## src/rtl/dcache_pkg.sv

```systemverilog
// Shared definitions for the direct-mapped data-cache controller: line layout,
// status bit positions, FSM encoding and word select/merge helpers.
package dcache_pkg;

  localparam int LINE_W         = 82;
  localparam int WORDS_PER_LINE = 4;
  localparam int INDEX_W        = 5;
  localparam int WORD_W         = 16;
  localparam int DATA_W         = WORDS_PER_LINE * WORD_W;

  // Line layout: {tag[15:0], w3, w2, w1, w0, valid, dirty}
  localparam int DIRTY_BIT = 0;
  localparam int VALID_BIT = 1;
  localparam int DATA_LSB  = 2;
  localparam int DATA_MSB  = DATA_LSB + DATA_W - 1;
  localparam int TAG_LSB   = DATA_MSB + 1;
  localparam int TAG_MSB   = LINE_W - 1;

  typedef enum logic [2:0] {
    IDLE   = 3'd0,
    LOOKUP = 3'd1,
    WBACK  = 3'd2,
    FILL   = 3'd3,
    UPDATE = 3'd4
  } state_t;

  function automatic logic [WORD_W-1:0] get_word(input logic [DATA_W-1:0] d,
                                                 input logic [1:0] k);
    return d[{k, 4'b0000} +: WORD_W];
  endfunction

  function automatic logic [DATA_W-1:0] put_word(input logic [DATA_W-1:0] d,
                                                 input logic [1:0] k,
                                                 input logic [WORD_W-1:0] w);
    logic [DATA_W-1:0] r;
    r = d;
    r[{k, 4'b0000} +: WORD_W] = w;
    return r;
  endfunction

endpackage

```

## src/rtl/dcache_burst.sv

```systemverilog
// Four-beat memory burst sequencer shared by writeback and fill: word counter,
// request gating and a one-cycle request gap after each completed burst.
module dcache_burst (
  input  logic       clk,
  input  logic       rst_n,
  input  logic       run,
  input  logic       mem_ack,
  output logic       req,
  output logic [1:0] word,
  output logic       beat,
  output logic       done
);

  logic [1:0] cnt;
  logic       gap;

  // gap forces req low for the cycle after a burst so WBACK->FILL is never back-to-back
  assign req  = run && !gap;
  assign beat = req && mem_ack;
  assign done = beat && (cnt == 2'd3);
  assign word = cnt;

  always_ff @(posedge clk or negedge rst_n) begin
    if (!rst_n) begin
      cnt <= 2'd0;
      gap <= 1'b0;
    end else begin
      if (beat) cnt <= cnt + 2'd1;
      gap <= done;
    end
  end

endmodule

```

## src/rtl/dcache_ctrl.sv

```systemverilog
// Direct-mapped write-back/write-allocate data-cache controller (4 x 16-bit words per line).
// `define DCACHE_PERF_EN adds wrapping hit/miss counters o_hit_cnt/o_miss_cnt.
module dcache_ctrl
  import dcache_pkg::*;
#(
  parameter int ADDR_W = 23,
  parameter int TAG_W  = 16
) (
  input  logic              i_clk,
  input  logic              i_rst_n,
  input  logic              i_req,
  input  logic              i_we,
  input  logic [ADDR_W-1:0] i_addr,
  input  logic [15:0]       i_data,
  output logic              o_ack,
  output logic [15:0]       o_data,
  output logic [4:0]        o_ram_addr,
  output logic [81:0]       o_ram_data,
  output logic              o_ram_we,
  input  logic [81:0]       i_ram_data,
  output logic              o_mem_req,
  output logic              o_mem_we,
  output logic [ADDR_W-1:0] o_mem_addr,
  output logic [15:0]       o_mem_data,
  input  logic [15:0]       i_mem_data,
  input  logic              i_mem_ack
`ifdef DCACHE_PERF_EN
  ,
  output logic [15:0]       o_hit_cnt,
  output logic [15:0]       o_miss_cnt
`endif
);

  state_t state, state_nxt;

  logic              req_we;
  logic [ADDR_W-1:0] req_addr;
  logic [15:0]       req_data;
  logic [DATA_W-1:0] line_buf;
  logic [TAG_W-1:0]  old_tag;

  logic [TAG_W-1:0]   req_tag;
  logic [INDEX_W-1:0] req_idx;
  logic [1:0]         req_off;
  logic [TAG_W-1:0]   ram_tag;
  logic [DATA_W-1:0]  ram_words;
  logic               ram_valid;
  logic               ram_dirty;
  logic               hit;

  logic       burst_run;
  logic       burst_req;
  logic [1:0] burst_word;
  logic       burst_beat;
  logic       burst_done;

  assign req_tag   = req_addr[ADDR_W-1:ADDR_W-TAG_W];
  assign req_idx   = req_addr[6:2];
  assign req_off   = req_addr[1:0];
  assign ram_tag   = i_ram_data[TAG_MSB:TAG_LSB];
  assign ram_words = i_ram_data[DATA_MSB:DATA_LSB];
  assign ram_valid = i_ram_data[VALID_BIT];
  assign ram_dirty = i_ram_data[DIRTY_BIT];
  assign hit       = ram_valid && (ram_tag == req_tag);
  assign burst_run = (state == WBACK) || (state == FILL);

  dcache_burst u_burst (
    .clk     (i_clk),
    .rst_n   (i_rst_n),
    .run     (burst_run),
    .mem_ack (i_mem_ack),
    .req     (burst_req),
    .word    (burst_word),
    .beat    (burst_beat),
    .done    (burst_done)
  );

  always_ff @(posedge i_clk or negedge i_rst_n) begin
    if (!i_rst_n) state <= IDLE;
    else          state <= state_nxt;
  end

  always_comb begin
    state_nxt = state;
    case (state)
      IDLE:    if (i_req) state_nxt = LOOKUP;
      LOOKUP: begin
        if (hit)                         state_nxt = IDLE;
        else if (ram_valid && ram_dirty) state_nxt = WBACK;
        else                             state_nxt = FILL;
      end
      WBACK:   if (burst_done) state_nxt = FILL;
      FILL:    if (burst_done) state_nxt = UPDATE;
      UPDATE:  state_nxt = IDLE;
      default: state_nxt = IDLE;
    endcase
  end

  // On a miss the old line is kept so WBACK can stream it out; FILL then overwrites it word by word.
  always_ff @(posedge i_clk or negedge i_rst_n) begin
    if (!i_rst_n) begin
      req_we   <= 1'b0;
      req_addr <= '0;
      req_data <= '0;
      line_buf <= '0;
      old_tag  <= '0;
    end else begin
      if (state == IDLE && i_req) begin
        req_we   <= i_we;
        req_addr <= i_addr;
        req_data <= i_data;
      end
      if (state == LOOKUP && !hit) begin
        line_buf <= ram_words;
        old_tag  <= ram_tag;
      end
      if (state == FILL && burst_beat)
        line_buf <= put_word(line_buf, burst_word, i_mem_data);
    end
  end

  always_comb begin
    o_ack      = 1'b0;
    o_data     = '0;
    o_ram_addr = '0;
    o_ram_data = '0;
    o_ram_we   = 1'b0;
    o_mem_req  = 1'b0;
    o_mem_we   = 1'b0;
    o_mem_addr = '0;
    o_mem_data = '0;
    case (state)
      IDLE: o_ram_addr = i_addr[6:2];
      LOOKUP: begin
        o_ram_addr = req_idx;
        if (hit) begin
          o_ack  = 1'b1;
          o_data = get_word(ram_words, req_off);
          if (req_we) begin
            o_ram_we   = 1'b1;
            o_ram_data = {req_tag, put_word(ram_words, req_off, req_data), 1'b1, 1'b1};
          end
        end
      end
      WBACK: begin
        o_ram_addr = req_idx;
        o_mem_req  = burst_req;
        o_mem_we   = burst_req;
        o_mem_addr = {old_tag, req_idx, burst_word};
        o_mem_data = get_word(line_buf, burst_word);
      end
      FILL: begin
        o_ram_addr = req_idx;
        o_mem_req  = burst_req;
        o_mem_addr = {req_tag, req_idx, burst_word};
      end
      UPDATE: begin
        o_ram_addr = req_idx;
        o_ram_we   = 1'b1;
        o_ram_data = {req_tag,
                      req_we ? put_word(line_buf, req_off, req_data) : line_buf,
                      1'b1, req_we};
        o_ack      = 1'b1;
        o_data     = get_word(line_buf, req_off);
      end
      default: ;
    endcase
  end

`ifdef DCACHE_PERF_EN
  always_ff @(posedge i_clk or negedge i_rst_n) begin
    if (!i_rst_n) begin
      o_hit_cnt  <= '0;
      o_miss_cnt <= '0;
    end else if (state == LOOKUP) begin
      if (hit) o_hit_cnt  <= o_hit_cnt + 16'd1;
      else     o_miss_cnt <= o_miss_cnt + 16'd1;
    end
  end
`endif

endmodule

```

## config.mk

```make
export PLATFORM = sky130hd
export DESIGN_NAME = dcache_ctrl
export DESIGN_NICKNAME = d
export VERILOG_FILES = /design/src/rtl/dcache_pkg.sv /design/src/rtl/dcache_burst.sv /design/src/rtl/dcache_ctrl.sv
export SDC_FILE = /design/constraint.sdc
export NUM_CORES = 1
export LEC_CHECK = 0
export ABC_AREA = 1
export CORE_MARGIN = 1
export CORE_UTILIZATION = 30
export CTS_CLUSTER_SIZE = 12
export DETAILED_ROUTE_END_ITERATION = 6
export PLACE_DENSITY = 0.57
export SKIP_CTS_REPAIR_TIMING = 1
export SYNTH_ARGS = -nofsm -noshare
export SYNTH_HDL_FRONTEND = slang
export SYNTH_HIERARCHICAL = 1
export SYNTH_SLANG_ARGS = --single-unit
export TNS_END_PERCENT = 1
```

## constraint.sdc

```tcl
create_clock -name i_clk -period 7.9 [get_ports i_clk]
set_input_delay 1.58 -clock i_clk [delete_from_list [all_inputs] [get_ports i_clk]]
set_output_delay 1.58 -clock i_clk [all_outputs]
set_load 0.02 [all_outputs]
```

; ---- Yosys cells after proc, flatten, opt, wreduce, memory -nomap -nowiden
; Index checks and enable logic that the tools add are counted.
[word_totals]
ff_bits = 126
inputBits = 142
output_inout_bits = 146
word_cells = 70
[op_classes]
n_addsub = 3
n_eq_ne = 9
shifts = 7
mux = 27
reduce_logical = 16
[ops]
columns = cell, n
row1 = 64-bit bitwise mux, 3
row2 = 64-bit two-way mux, 3
row3 = 64-bit by 7-bit indexed part select with 16-bit output, 3
row4 = 82-bit two-way mux, 2
row5 = 82-bit one-hot mux with 2 select lines, 1
row6 = 16-bit by 8-bit variable shift with 64-bit output (first input constant), 2
row7 = 16-bit by 8-bit indexed part select with 64-bit output, 2
row8 = 23-bit one-hot mux with 2 select lines, 1
row9 = 16-bit two-way mux, 2
row10 = 16-bit one-hot mux with 2 select lines, 1
row11 = 16-bit equality test, 1
row12 = 6-bit negation with 8-bit output, 2
row13 = 3-bit one-hot mux with 4 select lines, 1
row14 = 5-bit one-hot mux with 2 select lines, 1
row15 = 3-bit two-way mux, 3
row16 = 1-bit logical AND, 8
row17 = 3-bit by 2-bit equality test with 1-bit output (second input constant), 2
row18 = 1-bit two-way mux, 6
row19 = 2-bit by 1-bit inequality test with 1-bit output (second input constant), 2
row20 = 1-bit one-hot mux with 2 select lines, 2
row21 = 4-bit OR reduction, 1
row22 = 3-bit by 1-bit equality test with 1-bit output (second input constant), 1
row23 = 3-bit equality test (second input constant), 1
row24 = 3-bit zero test, 1
row25 = 9 further kinds, 10

; ---- Longest topological paths before layout
[depth]
depth_word = 7
ltp_mapped = 13
ltp_nobuf = 11

; ---- Modules after synthesis
; The synthesis kept the hierarchy.
[modules_own_cells]
columns = mod, instances, cells_per_inst, area_each_um2, seq_area_each_um2
row1 = dcache_ctrl, 1, 1667, 10214.8, 3078.0
row2 = dcache_burst, 1, 18, 151.4, 75.1

; ---- Least setup slack after synthesis
; OpenSTA, ideal clock, no wires.
[synth_timing]
path_kind = input-to-output
start = in i_ram_data[1]
end = out o_ram_data[1]
arrival_time_ns = 3.085
setup_slack_ns = 3.235
path_stages = 8
path_buffers = 3
path_cell_list = buf_4 a21boi_1 nand3_1 nor2_2 nand4_2 clkbuf_1 o21ai_1 buf_4
[synth_via]
elab_chain_cells = 3
[synth_lines]
columns = item, line
row1 = from (decl), dcache_ctrl.sv:20  ; input logic [81:0] i_ram_data,
row2 = 1-bit logical AND, dcache_ctrl.sv:64  ; assign hit = ram_valid && (ram_tag == req_tag);
row3 = 82-bit two-way mux, dcache_ctrl.sv:136  ; if (hit) begin
row4 = 82-bit one-hot mux with 2 select lines, dcache_ctrl.sv:132  ; case (state)
row5 = to (decl), dcache_ctrl.sv:18  ; output logic [81:0] o_ram_data,
; No other way between the ends.

; ---- Final worst setup path
[layout_timing]
start = in i_ram_data[1]
end = out o_data[12]
[layout_via]
elab_chain_cells = 3
[layout_lines]
columns = item, line
row1 = 1-bit logical AND, dcache_ctrl.sv:64
row2 = 16-bit two-way mux, dcache_ctrl.sv:136
row3 = 16-bit one-hot mux with 2 select lines, dcache_ctrl.sv:132
row4 = to (decl), dcache_ctrl.sv:16  ; output logic [15:0] o_data,
; No other way between the ends.

==> run_results.csv <==
group,metric,value,unit
critical_path,path_cells,"clkdlybuf4s50_1, buf_4, a21boi_1, nand3_1, nor2_2, nand4_4, buf_4, buf_4, o21ai_0, clkdlybuf4s50_1",
sta,slew_viol_final,0,
clocking,clk_latency,0.44,ns
floorplan,fp.dieArea,35300,um2
placement,pre_cts_slack,1.498,ns
floorplan,initial_core_util,30.68,%
detailed_routing,avgRoutedWirePerCell,24.02,um
grt,grt_pass1_vias,12610,
job,maxCapViolCount,0,
worst_hold_path,worstHoldEndpoint,"old_tag[0]",
critical_path,worstPathArrival,4.86,ns
detailed_routing,drt_iter0_markers,1515,
clocking,cts_buffer_depth,2,
final_layout,fillers,3640,
grt,track_usage,31.73,%
synth,synth_edf_count,0,
pwr,total_leakage_power,6.148,nW
detailed_routing,vias_per_cell,5.602,
sta,max_slew_margin,9.863,%
critical_path,path_max_fanout,33,
synth,synth_area_per_cell,6.152,um2
sta,final_hold_viol_count,0,
critical_path,critical_path_class,"in2out",
sta,max_freq,0.1552,GHz
pwr,p_per_area,413.6,nW/um2
floorplan,pin_count,288,
worst_hold_path,min_from,"old_tag[0]",
worst_hold_path,hold_depth,2,
synth,synthDistinctLibCells,32,
pwr,max-vdd-ir-drop,219.4,uV
critical_path,r2r_setup_slack,3.71,ns
final_layout,layout.nets,2041,
placement,routabilityCongestion,0.9943,
clocking,htreeDepth,4,
grt,grt_antenna_before_repair,3,
pwr,power,5.798,mW
detailed_routing,totalWireLength,56.46,mm
synth,synth_area_leaders,"dfrtp_1 30%, a21oi_1 11%, o21ai_0 10%, inv_1 8.7%, nand2_1 7.9%",
critical_path,reg2reg_from,"state[2]",
placement,hpwl,41.18,mm
sta,clock_skew,0.01638,ns
synth,synth_commonest_cells,"240 x inv_1, 231 x a21oi_1, 219 x nand2_1, 216 x o21ai_0, 206 x nor2_1",
synth,synth_largest_area_cell,"dfrtp_1",
detailed_routing,vias,13160,
synth,synth_area,10370,um2
final_layout,num_antenna_cells,0,
clocking,clk_root_buffer_cell,"clkbuf_16",
synth,async_flop_share,100.0,%
floorplan,die_y,187.9,um
synth,ys_seq_elements,126,
worst_hold_path,min_path_type,"reg2reg",
placement,io_buffers,287,
clocking,clk_pin_slew,0.06,ns
clocking,numCtsBuffers,17,
floorplan,std_cell_rows,67,
final_layout,drive_gt1_share,4.416,%
grt,grt_start_max_net_pins,83,
sta,finalSetupTns,0,ns
synth,synth-warning-count,6,
critical_path,reg2reg_depth,8,
status,outcome,"finished, violations left",
detailed_routing,ant_nets,0,
sta,rsz0062_at_grt,"no",
critical_path,slowest_delay,0.64,ns
synth,syn_nets,1837,
synth,synth.most_common_cell,"inv_1",
final_layout,area_growth,35.23,%
critical_path,crit_required,6.32,ns
floorplan,die_x,187.9,um
critical_path,rr_endpoint,"line_buf[34]",
synth,synth_ff_type,"dfrtp_1",
critical_path,worstSetupStartpointType,"primary input",
detailed_routing,dr.pass1.iters,7,
grt,grt_pass1_wl,82.97,mm
critical_path,slowest_stage,"clkdlybuf4s50_1",
critical_path,cp-end-kind,"output port",
sta,worst_pin_slew,1.347,ns
clocking,cts_tree,"done",
critical_path,cp_common_cell,"buf_4",
clocking,cts_sinks,126,
grt,grt_overflow_total,0,
sta,fin_crit,6.442,ns
status,violations,"DRC",
sta,setup_ws,1.458,ns
sta,fin_crit_sh,81.55,%
floorplan,design.core.area,33780,um2
synth,yosysSeqAreaShare,30.42,%
synth,synthCells,1685,
final_layout,finalCoreUtilization,41.49,%
synth,netlist.area_leader.share,30.42,%
detailed_routing,remaining_drc_errors,1,
sta,final-setup-viol-count,0,
power by group:
group          internal (mW)  switching (mW)  leakage (nW)
Clock                  0.481           0.359         0.290
Combinational           1.14            2.62          4.36
Sequential             0.952           0.246          1.50
Total                   2.58            3.22          6.15
area by class of cell:
cell class | count | area, um2 | share of cell area, %
Clock buffer | 19 | 442.9 | 3.160
Timing Repair Buffer | 304 | 2998 | 21.39
Clock inverter | 13 | 151.4 | 1.080
Tap cell | 448 | 560.5 | 3.999
Multi-Input combinational cell | 1181 | 5738 | 40.93
Sequential cell | 126 | 3156 | 22.51
Inverter | 259 | 972.2 | 6.935
worst max path at each step:
stage	from	endpoint	slack, ns	cells after the start
floorplan	i_ram_data[1]	o_ram_data[1]	3.24	8
global placement	i_ram_data[70]	o_data[5]	1.61	9
detailed placement	i_ram_data[70]	o_data[8]	1.50	9
CTS	i_ram_data[70]	o_data[8]	1.50	9
global route	i_ram_data[1]	o_data[4]	1.29	10
finish	i_ram_data[1]	o_data[12]	1.46	10
registers in the layout, indices dropped and copies added (netlist names):
signal	count
req_addr	23
u_burst/word	2
req_data	16
line_buf	64
state	3
req_we	1
old_tag	16
u_burst/gap	1
worst max-delay path, delay by kind of cell:
family,cells,cell delay [ns]
buffers and inverters,5,2.04
AO/OA/AOI/OAI,2,0.43
AND/OR/NAND/NOR,3,0.78
through the flow:
step	hold WS [ns]	cell area [um2]	std cells
after floorplan	0.4530	10370	1685
after global placement	0.4692	13420	2318
after detailed placement	0.4790	13420	2318
after CTS	0.4957	14020	2350
after global routing	0.5039	14020	2350
final	0.4894	14020	2350
cell usage in the layout, fill, tap and decap left out, types with 4 or more instances in the layout:
| master | count |
|---|---|
| o21ai_1 | 62 |
| inv_2 | 13 |
| o22ai_1 | 111 |
| inv_1 | 240 |
| clkdlybuf4s50_1 | 286 |
| clkinv_1 | 6 |
| nand2_1 | 218 |
| o21ai_0 | 216 |
| inv_6 | 6 |
| xnor2_1 | 4 |
| buf_4 | 18 |
| a21oi_1 | 231 |
| nor3_1 | 19 |
| nand3_1 | 57 |
| nor2_1 | 206 |
| nand4_1 | 24 |
| dfrtp_1 | 124 |
| ha_1 | 10 |
| nand2_2 | 5 |
| clkbuf_16 | 17 |
logic make-up (layout without fill, tap and decap cells):
logic type / after synthesis / after routing / synth area share, %
buffers and inverters: 378 / 595 / 14.39
AND/OR/NAND/NOR: 541 / 541 / 21.81
flip-flops: 126 / 126 / 30.42
XOR/XNOR: 4 / 4 / 0.3379
adder cells (fa/ha/maj): 10 / 10 / 1.207
multiplexers: 3 / 3 / 0.3259
AO/OA/AOI/OAI: 623 / 623 / 31.51
routing by layer:
metal,part of all wire [%],GRT usage (%)
met2,43,47.95
met1,41,40.81
met3,9.7,7.842
met5,0.050,0
met4,6.4,18.86
No activity file was read; power rests on OpenSTA's default activity.
